--- src/rtl/johnson_pkg.sv ---
// Shared definitions for the Johnson-counter slot arbiter: FSM state encoding,
// the table of legal ring values and the ring-value-to-slot decode.
package johnson_pkg;

    localparam int NUM_SLOTS = 8;

    typedef enum logic [1:0] {
        ST_IDLE  = 2'd0,
        ST_GRANT = 2'd1,
        ST_HOLD  = 2'd2
    } arb_state_e;

    // Ring values in slot order; index i is the value while slot i is current.
    localparam logic [3:0] JOHNSON_TABLE [NUM_SLOTS] = '{
        4'b0000, 4'b0001, 4'b0011, 4'b0111,
        4'b1111, 4'b1110, 4'b1100, 4'b1000
    };

    function automatic logic johnson_is_legal(input logic [3:0] c);
        logic hit;
        hit = 1'b0;
        for (int i = 0; i < NUM_SLOTS; i++) begin
            if (c == JOHNSON_TABLE[i]) hit = 1'b1;
        end
        return hit;
    endfunction

    function automatic logic [2:0] johnson_slot(input logic [3:0] c);
        logic [2:0] s;
        s = 3'd0;
        for (int i = 0; i < NUM_SLOTS; i++) begin
            if (c == JOHNSON_TABLE[i]) s = 3'(i);
        end
        return s;
    endfunction

endpackage

--- src/rtl/johnson_ring.sv ---
// 4-bit Johnson ring with advance enable; any value outside the eight legal
// codes is pulled back to 0000 on the next edge with a one-cycle err pulse.
module johnson_ring
    import johnson_pkg::*;
(
    input  logic       clk,
    input  logic       rst,
    input  logic       adv,
    output logic [3:0] cnt,
    output logic       err
);

    logic [3:0] cnt_q;
    logic       err_q;

    always_ff @(posedge clk) begin
        if (rst) begin
            cnt_q <= 4'b0000;
            err_q <= 1'b0;
        end else if (!johnson_is_legal(cnt_q)) begin
            cnt_q <= 4'b0000;
            err_q <= 1'b1;
        end else begin
            err_q <= 1'b0;
            if (adv) cnt_q <= {cnt_q[2:0], ~cnt_q[3]};
        end
    end

    assign cnt = cnt_q;
    assign err = err_q;

endmodule

--- src/rtl/johnson_slot_arbiter.sv ---
// Eight-way slot arbiter: the slot owner wins first, idle slots may be lent to
// the next requester, and lock can freeze a grant for up to MAX_HOLD cycles.
module johnson_slot_arbiter
    import johnson_pkg::*;
#(
    parameter bit WORK_CONSERVE = 1'b1,
    parameter int MAX_HOLD      = 4
) (
    input  logic       clk,
    input  logic       rst,
    input  logic       en,
    input  logic [7:0] req,
    input  logic       lock,
    output logic [7:0] grant,
    output logic       grant_valid,
    output logic [3:0] cnt,
    output logic [2:0] slot,
    output logic       err
);

    localparam logic [1:0] IDLE      = ST_IDLE;
    localparam logic [1:0] GRANT     = ST_GRANT;
    localparam logic [1:0] HOLD      = ST_HOLD;
    localparam logic [3:0] HOLD_LAST = 4'(MAX_HOLD - 1);

    logic [1:0] state, state_nx;
    logic [7:0] grant_nx, sel;
    logic [3:0] hold_cnt, hold_nx;
    logic       armed, adv, legal, keep;

    johnson_ring u_ring (
        .clk (clk),
        .rst (rst),
        .adv (adv),
        .cnt (cnt),
        .err (err)
    );

    assign legal = johnson_is_legal(cnt);
    assign slot  = johnson_slot(cnt);
    assign keep  = lock && ((req & grant) != 8'h00);

    always_comb begin
        logic       found;
        logic [2:0] idx;
        sel   = 8'h00;
        found = 1'b0;
        idx   = slot;
        if (req[slot]) begin
            sel[slot] = 1'b1;
        end else if (WORK_CONSERVE) begin
            for (int i = 1; i < NUM_SLOTS; i++) begin
                idx = slot + 3'(i);
                if (!found && req[idx]) begin
                    sel[idx] = 1'b1;
                    found    = 1'b1;
                end
            end
        end
    end

    // The first edge after reset only arms the arbiter, so no grant can be
    // decided from the cycle in which reset was released.
    always_comb begin
        state_nx = state;
        grant_nx = grant;
        hold_nx  = hold_cnt;
        adv      = 1'b0;
        if (!legal) begin
            state_nx = IDLE;
            grant_nx = 8'h00;
        end else if (!en || !armed) begin
            state_nx = IDLE;
            grant_nx = 8'h00;
        end else if (state == HOLD && keep && hold_cnt < HOLD_LAST) begin
            hold_nx = hold_cnt + 4'd1;
        end else if (state == GRANT && keep && MAX_HOLD > 1) begin
            state_nx = HOLD;
            hold_nx  = 4'd1;
        end else begin
            adv      = 1'b1;
            grant_nx = sel;
            hold_nx  = 4'd0;
            state_nx = (sel != 8'h00) ? GRANT : IDLE;
        end
    end

    always_ff @(posedge clk) begin
        if (rst) begin
            state       <= IDLE;
            grant       <= 8'h00;
            grant_valid <= 1'b0;
            hold_cnt    <= 4'd0;
            armed       <= 1'b0;
        end else begin
            state       <= state_nx;
            grant       <= grant_nx;
            grant_valid <= (grant_nx != 8'h00);
            hold_cnt    <= hold_nx;
            armed       <= 1'b1;
        end
    end

endmodule
--- config.mk ---
export PLATFORM = sky130hd
export DESIGN_NAME = johnson_slot_arbiter
export DESIGN_NICKNAME = d
export VERILOG_FILES = /design/src/rtl/johnson_pkg.sv /design/src/rtl/johnson_ring.sv /design/src/rtl/johnson_slot_arbiter.sv
export SDC_FILE = /design/constraint.sdc
export NUM_CORES = 1
export LEC_CHECK = 0
export CORE_UTILIZATION = 55
export CTS_CLUSTER_DIAMETER = 200
export DETAILED_ROUTE_END_ITERATION = 10
export PLACE_DENSITY = 0.76
export SYNTH_ARGS = -nofsm -noshare
export SYNTH_HDL_FRONTEND = slang
export SYNTH_SLANG_ARGS = --single-unit
--- constraint.sdc ---
create_clock -name clk -period 7.2 [get_ports clk]
set_clock_uncertainty 0.05 [all_clocks]
set_input_delay 1.44 -clock clk [delete_from_list [all_inputs] [get_ports clk]]
set_output_delay 1.44 -clock clk [all_outputs]
set_load 0.03 [all_outputs]
Yosys cells after proc, flatten, opt, wreduce, memory -nomap -nowiden
Cells that the tools add are included.
W data, S select, Z words.
{"block": "classes", "n_addsub": 8, "n_mul": 0, "div_mod_pow": 0, "order_cmp": 17, "eq_ne": 9, "n_shift": 0, "mux": 88, "bitwise_logic": 11, "reduce_logical": 34}
{"cell": "$mux W8", "n": 18}
{"cell": "$or A8 B8 Y8", "n": 6}
{"cell": "$mux W1", "n": 46}
{"cell": "$lt A3 B4 Y1 const B", "n": 8}
{"cell": "$bmux W1 S3", "n": 8}
{"cell": "$demux W1 S3", "n": 8}
{"cell": "$ge A3 B1 Y1 const B", "n": 8}
{"cell": "$reduce_bool A8 Y1", "n": 3}
{"cell": "$logic_and A1 B1 Y1", "n": 18}
{"cell": "$mux W3", "n": 6}
{"cell": "$eq A4 B4 Y1 const B", "n": 4}
{"cell": "$add A3 B3 Y3 const B", "n": 4}
{"cell": "$and A8 B8 Y8", "n": 1}
{"cell": "$logic_not A1 Y1", "n": 8}
{"cell": "$add A3 B2 Y3 const B", "n": 2}
{"cell": "$add A4 B1 Y4 const B", "n": 1}
{"cell": "$eq A4 B1 Y1 const B", "n": 1}
{"cell": "$eq A4 B2 Y1 const B", "n": 1}
{"cell": "$eq A4 B3 Y1 const B", "n": 1}
{"cell": "$logic_not A4 Y1", "n": 1}
{"cell": "$lt A4 B2 Y1 const B", "n": 1}
{"cell": "$mux W4", "n": 1}
{"cell": "$not A1 Y1", "n": 4}
{"cell": "$add A3 B1 Y3 const B", "n": 1}
{"cell": "7 further kinds", "n": 7}
{"block": "word_totals", "ff_bits": 21, "latch_bits": 0, "mem_bits_rw": 0, "romBits": 0, "out_inout_bits": 17, "n_memories": 0}

Longest topological paths before layout
{"block": "depth", "depth_word": 42, "depth_mapped": 18}

Hierarchy
A second synthesis with hierarchy kept.
{"block": "unflattened", "cells_unflattened": 306, "hier_area_um2": 2441.1}
{"module": "johnson_slot_arbiter", "n_inst": 1, "cells_per_inst": 273, "area_each_um2": 2170.8, "seq_area_each_um2": 320.3}
{"module": "johnson_ring", "n_inst": 1, "cells_per_inst": 33, "area_each_um2": 270.3, "seq_area_each_um2": 100.1}

Least setup slack after synthesis
Ideal clock, no wire load.
{"block": "synth_timing", "path_kind": "register to register", "start": "register u_ring.cnt_q[1] (netlist: u_ring.cnt[1])", "end": "register grant_valid", "setup_time_ns": 0.077, "arrival_ns": 4.569, "slack_ns": 2.504, "stages_incl_launch_ff": 19, "synth_period_minus_slack_ns": 4.696, "path_cell_list": "dfxtp_1 > buf_4 > and2_4 > o21a_1 > buf_6 > buf_2 > buf_1 > ha_1 > xor2_2 > mux4_2 > buf_6 > nor4_4 > buf_4 > nand4_2 > o21ai_2 > nand3_1 > o211ai_1 > o211ai_1 > a41oi_2"}
{"block": "synth_via", "elab_chain_cells": 42, "word_cells_on_any_way": 135, "cone_classes": "7 x add/sub; 16 x order compare; 7 x eq/ne; 77 x mux; 6 x bitwise; 22 x reduce/logical"}
{"item": "start, declared", "line_no": "johnson_ring.sv:13", "text": "logic [3:0] cnt_q;"}
{"item": "start signal, assigned", "line_no": "johnson_ring.sv:25", "text": "if (adv) cnt_q <= {cnt_q[2:0], ~cnt_q[3]};"}
{"item": "$eq A4 B1 Y1", "line_no": "johnson_pkg.sv:32", "text": "if (c == JOHNSON_TABLE[i]) s = 3'(i);"}
{"item": "$mux W1", "line_no": "johnson_pkg.sv:32"}
{"item": "$mux W3 (5 in series)", "line_no": "johnson_pkg.sv:32"}
{"item": "$mux W3 *", "line_no": "johnson_pkg.sv:32"}
{"item": "named net slot[0]", "line_no": "johnson_slot_arbiter.sv:17", "text": "output logic [2:0] slot,"}
{"item": "parallel branches: the longest is 28 deep, another holds $lt A3 B4 Y1"}
{"item": "$mux W8 *", "line_no": "johnson_slot_arbiter.sv:49", "text": "if (req[slot]) begin"}
{"item": "$mux W8 *", "line_no": "johnson_slot_arbiter.sv:77", "text": "end else if (state == GRANT && keep && MAX_HOLD > 1) begin"}
{"item": "$mux W8 *", "line_no": "johnson_slot_arbiter.sv:75", "text": "end else if (state == HOLD && keep && hold_cnt < HOLD_LAST) begin"}
{"item": "$mux W8 *", "line_no": "johnson_slot_arbiter.sv:72", "text": "end else if (!en || !armed) begin"}
{"item": "$mux W8 *", "line_no": "johnson_slot_arbiter.sv:69", "text": "if (!legal) begin"}
{"item": "$reduce_bool A8 Y1 *", "line_no": "johnson_slot_arbiter.sv:98", "text": "grant_valid <= (grant_nx != 8'h00);"}
{"item": "end signal, assigned", "line_no": "johnson_slot_arbiter.sv:98"}
{"item": "end, declared", "line_no": "johnson_slot_arbiter.sv:15", "text": "output logic grant_valid,"}
Mark *: on every way through the listed nets, which the timed path passes. The select of a mux whose other input is x is not followed.
A chain may end at the register's enable or synchronous reset.

Worst setup path after layout
{"block": "layout_timing", "start": "register u_ring.cnt_q[2] (netlist: u_ring.cnt[2])", "end": "register grant_valid"}
{"block": "layout_via", "elab_chain_cells": 42, "word_cells_on_any_way": 135, "cone_classes": "7 x add/sub; 16 x order compare; 7 x eq/ne; 77 x mux; 6 x bitwise; 22 x reduce/logical"}
{"item": "parallel branches: the longest is 40 deep, another holds $lt A3 B4 Y1"}
{"item": "$mux W8 *", "line_no": "johnson_slot_arbiter.sv:69"}
{"item": "$reduce_bool A8 Y1 *", "line_no": "johnson_slot_arbiter.sv:98"}
Every way passes the cells marked *. The select of a mux whose other input is x is not followed.

==> results.json <==
{
  "drt_first_pass_iters": 5,
  "post_cts.resized_instances": 0,
  "via_per_inst": 7.21,
  "p_int_mw": 0.212,
  "drt_iter0_markers": 511,
  "ys_seq_area_frac": 0.173,
  "netlist.area_leader.share": 0.173,
  "synth_xor_area_frac": 0.0243,
  "final.period_utilization": 0.762,
  "grt_pass1_vias": 2275,
  "drc_errors": 0,
  "synthFlopType": "dfxtp_1",
  "power_mw": 0.340,
  "ys_types": 66,
  "final_area_um2": 2710,
  "dieHeight_um": 68.4,
  "gp_congestion": 1.06,
  "port_buffers": 28,
  "cts-root-buf": "clkbuf_8",
  "dp_hpwl_um": 5450,
  "synth_top_family_by_area": "simple AND/OR/NAND/NOR gates",
  "ant_nets": 0,
  "syn_to_final_growth_pct": 11.7,
  "clk-insertion-delay-late_ns": 0.26,
  "worst_path_max_delay_cell": "ha_1",
  "syn_inst": 304,
  "grt_use_total": 0.339,
  "worstSetupStartpointType": "register",
  "start_util": 0.589,
  "drive_above_1_share": 0.111,
  "powerDensity_nw_per_um2": 125,
  "worst_pin_slew_ns": 0.736,
  "fmax_mhz": 182,
  "yosysMostFrequentCell": "nor2_1",
  "p_leak_nw": 0.983,
  "cts_setup_buffers": 0,
  "slew_violations": 0,
  "die_w_um": 68.4,
  "syn_avg_cell_area_um2": 7.97,
  "synthTopCellsByCount": "nor2_1 (31), nand2_1 (28), dfxtp_1 (21), nand3_1 (19)",
  "worstSetupPathType": "reg -> reg",
  "grt_max_degree": 29,
  "fin_util": 0.658,
  "wl_per_cell_um": 20.3,
  "grt_overflow": 0,
  "antennaDiodeCount": 0,
  "vias": 2638,
  "p_clk_frac": 0.223,
  "instances_no_fill": 366,
  "switching_share": 0.375,
  "slew_headroom": 0.509,
  "cts_buffer_depth": 2,
  "timing.final.ws_setup_ns": 1.72,
  "synth_compound_area_frac": 0.242,
  "grt_pass1_wl_um": 11700,
  "setup_tns_ns": 0,
  "p_seq_frac": 0.363,
  "finalSetupViolations": 0,
  "crit_family": "simple AND/OR/NAND/NOR gates",
  "cp.arrival_ns": 5.62,
  "die_area_um2": 4680,
  "rsz0062_at_grt": "no",
  "final_nets": 335,
  "cpMostUsedCell": "o211ai_1",
  "critPathBufInv": 2,
  "ioPinCount": 29,
  "htreeDepth": 1,
  "antenna_found_initial": 0,
  "cts_buffers": 3,
  "ys_seq_elements": 21,
  "synth_edf_count": 0,
  "clkTransAtPathRegs_ns": 0.07,
  "ys_top_cells_by_area": "dfxtp_1 (17%), mux4_2 (7.4%), mux2i_1 (7.0%), nor2_1 (4.8%), nand2_1 (4.3%)",
  "rows": 23,
  "end_kind": "register",
  "cts.sinks": 21,
  "path_cells": "and2_4, o21a_1, buf_4, inv_6, ha_1, mux4_2, nor4_4, nand2_1, o211ai_1, o31ai_1, o211ai_1, and4bb_1, a41oi_2",
  "cts_tree": "done",
  "hp-class": "reg -> reg",
  "cap_viol_max_count": 0,
  "path_max_fanout": 28,
  "routed_wl_um": 7410,
  "ys_async_sr_fraction": 0,
  "yosys.area_share.simple": 0.272,
  "hold_violations": 0,
  "p_sw_mw": 0.128,
  "ir_drop_uv": 98.3,
  "core_area_um2": 4120,
  "post_dp_cell_area_um2": 2660,
  "dp_slack_ns": 1.84,
  "cts_hold_buf": 0,
  "fillers": 363,
  "yosysTopAreaCell": "dfxtp_1",
  "whs_ns": 0.437,
  "synth_mux_area_frac": 0.191,
  "critPathRequiredTime_ns": 7.33,
  "synth_fa_ha_area_frac": 0.0310,
  "syn_nets": 322,
  "post-route-min-period_ns": 5.48,
  "synth_area_um2": 2420,
  "dpl.cell_count": 362,
  "yosys_warnings": 0,
  "pwr-share-comb": 0.414,
  "status": "finished, final reports clean",
  "cpPeakStageDelay_ns": 0.79
}
[path summary, 6_finish.rpt]
kind | depth (start not counted) | slack [ns] | to | start
worst min-delay path | 1 | 0.44 | hold_cnt[3]$_SDFFE_PP0P_ | hold_cnt[3]$_SDFFE_PP0P_
worst min register to register | 1 | 0.44 | hold_cnt[3]$_SDFFE_PP0P_ | hold_cnt[3]$_SDFFE_PP0P_
worst max register to register | 13 | 1.72 | grant_valid$_SDFF_PP0_ | u_ring.cnt[2]$_SDFFE_PP0P_
worst max-delay path | 13 | 1.72 | grant_valid$_SDFF_PP0_ | u_ring.cnt[2]$_SDFFE_PP0P_
[layout by cell type (no fill, tap or decap), types with 4 or more instances in the layout]
cell type | synthesis | layout
and3_1 | 7 | 7
nand3_1 | 19 | 19
a22oi_1 | 8 | 8
mux4_2 | 8 | 8
clkdlybuf4s50_1 | 0 | 28
nand2_1 | 28 | 28
o211ai_1 | 10 | 10
mux2i_1 | 17 | 17
nand4_1 | 7 | 7
inv_1 | 8 | 8
a32oi_1 | 5 | 5
mux2_1 | 4 | 4
a21oi_1 | 15 | 15
o21ai_0 | 8 | 8
nor3_1 | 17 | 17
nor2_1 | 31 | 31
dfxtp_1 | 21 | 21
ha_1 | 6 | 6
[power by group through the flow]
stage | Clock [mW] | Sequential [mW] | Combinational, mW
2_1_floorplan | 0 | 0.130 | 0.0970
3_3_place_gp | 0 | 0.126 | 0.137
6_report | 0.0758 | 0.123 | 0.141
5_1_grt | 0.0843 | 0.124 | 0.150
4_1_cts | 0.0779 | 0.123 | 0.137
3_5_place_dp | 0 | 0.126 | 0.136
[state kept, by name, summed over array words and instances (netlist names)]
signal / count
u_ring.err: 1
armed: 1
hold_cnt: 4
grant_valid: 1
grant: 8
state: 2
u_ring.cnt: 4
[area by class of cell]
type,count,area (um^2),area share
tap,50,62.6,0.0231
multi-input combinational,251,1840,0.680
timing repair buffer,30,295,0.109
sequential,21,420,0.155
clock buffer,3,41.3,0.0152
clock inverter,1,5.00,0.00185
inverter,10,42.5,0.0157
[metal layers]
layer	global-route usage	part of all wire	up-vias	wire length, um
met5	0	0	-	0
met4	0.102	0.028	0	207
met3	0.0833	0.11	27	816
met2	0.495	0.45	174	3300
met1	0.483	0.42	1246	3090
li1	-	-	1191	-
[kinds of logic (layout without fill, tap and decap cells)]
family,count (synthesis),count (layout)
adders and majority gates,6,6
xor gates and xnor gates,5,5
and+or+nand+nor,127,127
DFF,21,21
muxes,34,34
buffers and inverters,32,44
AOI/OAI and AO/OA,79,79
(Power assumes the default switching activity.)
==> RTL edit: new RTL, same settings <==
`WORK_CONSERVE`: 1'b1 -> 1'b0.
--- a/src/rtl/johnson_slot_arbiter.sv
+++ b/src/rtl/johnson_slot_arbiter.sv
@@ -5,3 +5,3 @@
 #(
-    parameter bit WORK_CONSERVE = 1'b1,
+    parameter bit WORK_CONSERVE = 1'b0,
     parameter int MAX_HOLD      = 4
Behaviour: not the same (a bounded check fails within 4 cycles, from zero or initial values and one cycle with rst high).
==> RTL edit against the original RTL <==
Synthesized cell count fell by 59%; count of clock-buffer cells in the layout did not move; first-iteration DRC count fell by 90%; sequential cell count unchanged; routed wire length shrank 67%; power is 39% lower; combinational power shrank 80%; worst setup slack gained 1.8 ns; clock power fell by 23%; synthesized area is 55% lower; final area fell by 48%; critical path depth is 10 lower; largest power group is now registers; highest routed layer unchanged.
==> RTL edit: results (changes against the original RTL) <==
status: complete, no violations (unchanged)
Worst IR Drop VDD: 191 µV (was 98.3 µV)
Min-Delay Startpoint: hold_cnt[2]$_SDFFE_PP0P_ (was hold_cnt[3]$_SDFFE_PP0P_)
final layout net count: 164 (was 335)
antenna violations before repair: 0 (unchanged)
number of diodes: 0 (unchanged)
total leakage power: 0.000512 µW (was 0.000983 µW)
clk_lat worst skew: 0.31 ns (was 0.26 ns)
post_cts resized: 0 (unchanged)
Clock Tree Buf Depth: 2 (unchanged)
filler cell count: 135 (was 363)
gr usage total: 25.6% (was 33.9%)
Netlist cell types: 42 (was 66)
Vias/cell: 6.07 (was 7.21)
worst r2r src: u_ring.cnt[0]$_SDFFE_PP0P_ (was u_ring.cnt[2]$_SDFFE_PP0P_)
yosys warns: 0 (unchanged)
routed len/inst: 14.2 µm (was 20.3 µm)
Hold Path Sink: hold_cnt[2]$_SDFFE_PP0P_ (was hold_cnt[3]$_SDFFE_PP0P_)
R2R Setup Slk: 5.05 ns (was 1.72 ns)
Min-Delay Path Depth: 1 (unchanged)
setup bufs post-CTS: 0 (unchanged)
largest net degree at the start of global routing: 16 (was 29)
Worst-Margin Slew: 0.690 ns (was 0.736 ns)
Syn Nets: 137 (was 322)
fraction of layout instances using a drive strength above 1: 8.00% (was 11.1%)
Worst EP arrival: 2.21 ns (was 5.62 ns)
reg2reg path depth: 5 (was 13)
Min-Delay Path Class: flop to flop (unchanged)
CTS root buf: clkbuf_4 (was clkbuf_8)
number of DRC markers in iteration 0: 49 (was 511)
GP Congestion: 0.897 (was 1.06)
top cells by count, synth: dfxtp_1 (21), nor2_1 (12), nand2_1 (9), a21oi_1 (8), mux2i_1 (7) (was nor2_1 (31), nand2_1 (28), dfxtp_1 (21), nand3_1 (19))
max reg flops: 8 (unchanged)
# port buffers: 28 (unchanged)
number of H-tree levels: 1 (unchanged)
top post-synthesis cells by area: dfxtp_1 (38%), mux2i_1 (6.4%), nor2_1 (4.1%) (was dfxtp_1 (17%), mux4_2 (7.4%), mux2i_1 (7.0%))
Critical R2R Capture: grant[4]$_SDFF_PP0_ (was grant_valid$_SDFF_PP0_)
vias in the first global route: 896 (was 2275)
Post-DP HPWL: 1900 µm (was 5450 µm)
Synth async-reset ratio: 0% (unchanged)
first-pass detailed-route iteration total: 6 (was 5)
sequential cell area fraction in the yosys report: 38.5% (was 17.3%)
Top reg by flops: grant (unchanged)
number of CTS-inserted buffers: 3 (unchanged)
global-route wire length before repair: 3910 µm (was 11700 µm)
clk slew on worst S/H paths: 0.12 ns (was 0.07 ns)
crit path max fanout: 15 (was 28)
[RTL edit: worst max path at each step]
stage                               start                   to  slack, ns  depth (start not counted)
2_1_floorplan  u_ring.cnt[3]$_SDFFE_PP0P_              slot[1]       4.22                          3
3_3_place_gp                       req[0]  grant[1]$_SDFF_PP0_       3.66                          6
5_1_grt        u_ring.cnt[2]$_SDFFE_PP0P_              slot[2]       3.39                          3
6_report       u_ring.cnt[2]$_SDFFE_PP0P_              slot[2]       3.50                          3
3_5_place_dp                       req[0]  grant[1]$_SDFF_PP0_       3.61                          6
4_1_cts        u_ring.cnt[2]$_SDFFE_PP0P_              slot[2]       3.51                          3
[RTL edit: cell families (layout without fill, tap and decap cells)]
logic type	after synthesis	count (layout)	synth area share, %
compound gates	28	28	19.8
xor+xnor	1	1	0.802
fa+ha+maj	1	1	1.15
buf+inv	8	34	2.98
flops	21	21	38.5
mux	9	9	8.48
simple gates	56	56	28.3
[RTL edit: power by group]
| part | internal (µW) | leakage [µW] | switching, µW | total (µW) |
|---|---|---|---|---|
| registers | 118 | 0.000170 | 3.02 | 121 |
| clock network | 20.8 | 0.0000177 | 37.6 | 58.4 |
| logic | 14.6 | 0.000324 | 13.5 | 28.1 |
| total | 153 | 0.000512 | 54.2 | 207 |
[RTL edit: worst max-delay path: stages (launching register included)]
cell             delay (ns)
dfxtp_1                0.63
nand2b_1               0.18
and3_1                 0.35
clkdlybuf4s50_1        0.74
[RTL edit: final cells by class]
type                       instances  share of cell area [%]
timing repair buffer              28                    19.9
sequential                        21                    29.9
multi-input combinational         95                    45.5
inverter                           2                   0.534
clock buffer                       3                    1.60
tap                               25                    2.22
clock inverter                     1                   0.356
[RTL edit: layer usage]
layer  track usage (%)  vias up  routed length, µm
met3              7.84        2                159
met4              8.24        0                  8
met2              39.7       50               1190
met5                 0        -                  0
met1              33.4      498               1130
li1                  -      512                  -
[RTL edit: metrics by stage]
step	area, µm²	std cells	util, %	hold slack (ns)	setup slack [ns]
6_report	1410	175	78.1	0.435	3.50
5_1_grt	1410	175	78.1	0.458	3.39
4_1_cts	1410	175	78.1	0.441	3.51
3_5_place_dp	1380	171	76.5	0.424	3.61
3_3_place_gp	1380	171	76.5	0.416	3.66
2_1_floorplan	1090	124	-	0.405	4.22
